`config.mk`:
```
export PLATFORM = sky130hd
export DESIGN_NAME = gate_op_scheduler
export DESIGN_NICKNAME = d
export VERILOG_FILES = /design/src/rtl/gate_op_scheduler.sv
export SDC_FILE = /design/constraint.sdc
export NUM_CORES = 1
export LEC_CHECK = 0
export BUFFER_PORTS_ARGS = -buffer_cell sky130_fd_sc_hd__buf_2
export CORE_AREA = 3 3 90 92
export CTS_CLUSTER_DIAMETER = 200
export CTS_CLUSTER_SIZE = 25
export DETAILED_ROUTE_END_ITERATION = 12
export DIE_AREA = 0 0 93 95
export PLACE_DENSITY_LB_ADDON = 0.3
export SETUP_SLACK_MARGIN = 0.02
export SLEW_MARGIN = 20
export SYNTH_ARGS = -nofsm -noshare
export SYNTH_HDL_FRONTEND = slang
export SYNTH_SLANG_ARGS = --single-unit
```
`constraint.sdc`:
```
create_clock -name clk -period 2.5 [get_ports clk]
set_clock_uncertainty 0.15 [all_clocks]
set_input_delay 0.5 -clock clk [delete_from_list [all_inputs] [get_ports clk]]
set_output_delay 0.5 -clock clk [all_outputs]
set_load 0.05 [all_outputs]
```
`src/rtl/gate_op_scheduler.sv`:
```
// Round-robin scheduler sharing one registered bitwise logic unit among N_REQ
// requesters; results return tagged with the issuing requester's index.
module gate_op_scheduler #(
  parameter int N_REQ = 4,
  parameter int WIDTH = 8
) (
  input  logic                     clk,
  input  logic                     rst,
  input  logic [N_REQ-1:0]         req_valid,
  output logic [N_REQ-1:0]         req_ready,
  input  logic [3*N_REQ-1:0]       req_op,
  input  logic [WIDTH*N_REQ-1:0]   req_a,
  input  logic [WIDTH*N_REQ-1:0]   req_b,
  output logic                     rsp_valid,
  input  logic                     rsp_ready,
  output logic [$clog2(N_REQ)-1:0] rsp_id,
  output logic [WIDTH-1:0]         rsp_data,
  output logic                     rsp_err,
  output logic [15:0]              ops_done,
  output logic [1:0]               fsm_state
);

  localparam int IDW = $clog2(N_REQ);

  // Handshakes: a request transfers on the edge where req_valid[i] & req_ready[i];
  // a response transfers on the edge where rsp_valid & rsp_ready. A holder of
  // valid keeps its payload stable until the transfer edge.

  typedef enum logic [1:0] {
    IDLE = 2'd0,
    EXEC = 2'd1,
    RESP = 2'd2
  } state_t;

  state_t           state, state_nx;
  logic [IDW-1:0]   last_grant;
  logic [IDW-1:0]   gnt_idx;
  logic [IDW-1:0]   cand_idx;
  logic             gnt_found;
  logic             accept;
  int               cand;
  logic [2:0]       sel_op;
  logic [WIDTH-1:0] sel_a, sel_b;
  logic [2:0]       lat_op;
  logic [WIDTH-1:0] lat_a, lat_b;

  assign fsm_state = state;

  function automatic logic [WIDTH-1:0] gate_eval(input logic [2:0] op,
                                                 input logic [WIDTH-1:0] a,
                                                 input logic [WIDTH-1:0] b);
    case (op)
      3'd0:    return ~a;
      3'd1:    return a & b;
      3'd2:    return a | b;
      3'd3:    return ~(a & b);
      3'd4:    return ~(a | b);
      3'd5:    return a ^ b;
      3'd6:    return ~(a ^ b);
      default: return '0;
    endcase
  endfunction

  // Search starts one past the previous winner so every requester gets a turn.
  always_comb begin
    gnt_found = 1'b0;
    gnt_idx   = '0;
    cand      = 0;
    cand_idx  = '0;
    for (int k = 1; k <= N_REQ; k++) begin
      cand     = (int'(last_grant) + k) % N_REQ;
      cand_idx = IDW'(cand);
      if (!gnt_found && req_valid[cand_idx]) begin
        gnt_found = 1'b1;
        gnt_idx   = cand_idx;
      end
    end
  end

  always_comb begin
    sel_op = '0;
    sel_a  = '0;
    sel_b  = '0;
    for (int i = 0; i < N_REQ; i++) begin
      if (IDW'(i) == gnt_idx) begin
        sel_op = req_op[3*i +: 3];
        sel_a  = req_a[WIDTH*i +: WIDTH];
        sel_b  = req_b[WIDTH*i +: WIDTH];
      end
    end
  end

  always_comb begin
    state_nx  = state;
    req_ready = '0;
    accept    = 1'b0;
    case (state)
      IDLE: begin
        if (gnt_found) begin
          req_ready[gnt_idx] = 1'b1;
          accept             = 1'b1;
          state_nx           = EXEC;
        end
      end
      EXEC:    state_nx = RESP;
      RESP:    if (rsp_ready) state_nx = IDLE;
      default: state_nx = IDLE;
    endcase
  end

  always_ff @(posedge clk) begin
    if (rst) begin
      state      <= IDLE;
      last_grant <= IDW'(N_REQ - 1);
      lat_op     <= '0;
      lat_a      <= '0;
      lat_b      <= '0;
      rsp_valid  <= 1'b0;
      rsp_id     <= '0;
      rsp_data   <= '0;
      rsp_err    <= 1'b0;
      ops_done   <= '0;
    end else begin
      state <= state_nx;
      if (accept) begin
        lat_op     <= sel_op;
        lat_a      <= sel_a;
        lat_b      <= sel_b;
        rsp_id     <= gnt_idx;
        last_grant <= gnt_idx;
      end
      if (state == EXEC) begin
        rsp_data  <= gate_eval(lat_op, lat_a, lat_b);
        rsp_err   <= (lat_op == 3'd7);
        rsp_valid <= 1'b1;
      end
      if (state == RESP && rsp_ready) begin
        rsp_valid <= 1'b0;
        ops_done  <= ops_done + 16'd1;
      end
    end
  end

endmodule

```
==> results_dict.tcl <==
set metrics [dict create \
    port-buffer-count 116 \
    final-max-slew-violation-count 0 \
    antennaDiodeCount 0 \
    outcome "finished clean" \
    cp.arrival_ns 1.76 \
    postRouteAntennaNets 0 \
    synth.lib_cells_used.distinct 56 \
    clock_latency_ns 0.31 \
    synth_top_family_by_area "compound AO/OA/AOI/OAI gates" \
    synthToLayoutAreaGrowth_pct 19.86 \
    hp-class "reg -> reg" \
    via_count 3855 \
    fmaxAchievable_mhz 414.8 \
    clk_pin_slew_worst_paths_ns 0.10 \
    slew_at_the_pin_closest_to_its_max_slew_limit_ns 0.7185 \
    synth_compound_area_share_pct 37.10 \
    slew_headroom_pct 52.03 \
    die_area_mm2 0.008835 \
    yosysWarnings 0 \
    cts_tree "built" \
    grt_setup_unrepaired "false" \
    dpl_cell_area_mm2 0.004438 \
    synth-adder-area-share_pct 5.552 \
    internal-power_uw 1696 \
    syn_area_mm2 0.003831 \
    grt.overflow.total 0 \
    grt_first_pass_wirelength_mm 15.39 \
    chipHeight_um 95 \
    placement_rows 31 \
    cts-buffers-inserted 5 \
    ratio_of_cells_with_drive_above_1_in_the_final_layout_pct 29.17 \
    synthArstFlopShare_pct 0 \
    number_of_sinks_driven_by_the_clock_tree 51 \
    wl_per_cell_um 14.49 \
    timing.final.crit_period_ns 2.411 \
    max_cap_viol_count 0 \
    finalNonFillerCells 668 \
    grt_max_degree 73 \
    drt_drc_violations_left 0 \
    holdWs_ns 0.2926 \
    worst_setup_path_start_kind "register" \
    grt_use_total_pct 20.99 \
    synthSimpleGateAreaFrac_pct 15.25 \
    synth_sequential_area_ratio_pct 26.65 \
    worst_setup_ep_type "primary output" \
    die-width_um 93 \
    post_syn_instances 474 \
    boundaryPins 117 \
    ys_ff_latch 51 \
    drt-pass1-iter-count 4 \
    place_inst 660 \
    synth_edf_count 0 \
    grt_pass1_vias 3338 \
    netSwitchingFraction_pct 38.73 \
    fin_crit_sh_pct 96.44 \
    synthFlopType "dfxtp_1" \
    pwr-share-comb_pct 41.7 \
    power_switching_uw 1072 \
    hold_viol_final 0 \
    worst_ir_drop_vdd_uv 365.9 \
    number_of_buffers_on_the_longest_clock_path 2 \
    r2r_setup_slack_ns 0.46 \
    cts-htree-levels 2 \
    muxShareOfSynthArea_pct 4.670 \
    most-common-layout-cells "buf_2 (113), dfxtp_1 (49), a21boi_0 (36), nor2_1 (30), a21oi_1 (30)" \
    routed_via_density 5.771 \
    syn_avg_cell_area_um2 8.083 \
    worstPathRequired_ns 1.85 \
    mappedNetlistNets 574 \
    timing.critical_path.fanout_max 6 \
    core_mm2 0.007292 \
    xor_and_xnor_fraction_of_the_mapped_netlist_area_pct 2.972 \
    finalSetupViolCount 0 \
    power_density_mw_per_mm2 603.0 \
    layout_commonest_cell "buf_2" \
    grt_antenna_before_repair 0 \
    dpl_worst_slack_ns 0.06990 \
    leakagePower_uw 0.001983 \
    clock_tree.root_cell "clkbuf_8" \
    clockPowerShare_pct 22.1 \
    fin_ws_ns 0.08908 \
    utilization_pct 62.97 \
    seqPwrFrac_pct 36.1 \
    start_util_pct 52.54 \
    fin_area_mm2 0.004592 \
    final_nets 668 \
    iter_0_drt_violations 204 \
    detailed_place_hpwl_mm 7.177 \
    routabilityCongestion 0.8337 \
    timing_worst_setup_path_type "reg -> out" \
    routed_wirelength_mm 9.679 \
]
[kinds of logic after synthesis]
kind of cell	count (synthesis)
AOI/OAI and AO/OA	201
and+or+nand+nor	112
buffers and inverters	63
DFF	51
muxes	17
adders and majority gates	17
xor gates and xnor gates	13
[through the flow]
stage,total power [uW],TNS [ns]
after detailed placement,2147,0
after global placement,2113,0
after CTS,2761,0
final,2769,0
after floorplan,1890,-0.6157
after global routing,2938,0
[final timing paths]
check / start / endpoint / cells after the start
worst min-delay path: rsp_data[5]$_SDFFE_PP0N_ / rsp_data[5]$_SDFFE_PP0N_ / 2
worst max register to register: last_grant[1]$_SDFFE_PP1P_ / lat_op[0]$_SDFFE_PP0P_ / 6
worst min register to register: rsp_data[5]$_SDFFE_PP0N_ / rsp_data[5]$_SDFFE_PP0N_ / 2
worst max-delay path: last_grant[1]$_SDFFE_PP1P_ / req_ready[0] / 5
[sequential cells by signal (all words and copies together), names as in the netlist]
signal / flops
lat_op: 3
rsp_data: 8
fsm_state: 2
lat_b: 8
rsp_valid: 1
rsp_err: 1
last_grant: 2
ops_done: 16
rsp_id: 2
lat_a: 8
[synth_stat cells, drive strengths merged (11+ instances only)]
cell type	count	share of area [%]
a21boi	36	7.1
o21ai	56	7.4
nand2	23	2.3
clkbuf	22	2.2
inv	19	1.9
and3	22	3.6
nor2	30	2.9
a32o	18	4.7
o31ai	16	3.5
xor2	11	2.5
a21oi	33	4.8
ha	17	5.6
buf	22	3.8
dfxtp	51	27
[critical path, cell delays in order, from the launching register on]
cell     delay (ns)
dfxtp_4        0.42
mux2i_4        0.27
o22ai_4        0.10
or2_4          0.26
nor3_2         0.22
buf_6          0.19
[power groups by stage]
stage | logic (uW) | registers, uW | clock network, uW
after floorplan | 809 | 1080 | 0
after global placement | 1100 | 1010 | 0
after detailed placement | 1130 | 1020 | 0
after CTS | 1140 | 998 | 622
after global routing | 1270 | 1010 | 648
final | 1160 | 1000 | 613
[area by class of cell]
cell class	instances	area, um^2
clock inverters	2	38.79
multi-input cells	360	2545
fillers	675	2700
clock buffers	6	82.58
repair buffers	131	704.4
inverters	19	71.32
well taps	99	123.9
flip-flops and latches	51	1026
[layer usage]
metal	up-vias	global-route usage (%)	share of wire, %
met4	0	5.250	1.4
met5	-	0	0
met1	1749	29.70	45
li1	1937	-	-
met3	16	3.665	7.7
met2	153	33.11	46
[repair_timing]
item / in CTS / in global routing
buffers inserted: 0 / 0
endpoints found under the setup margin: 4 / 3
gates resized for setup: 4 / 7
hold endpoints to repair: 0 / 0
hold buffers: 0 / 0
No activity file was read; power rests on OpenSTA's default activity.
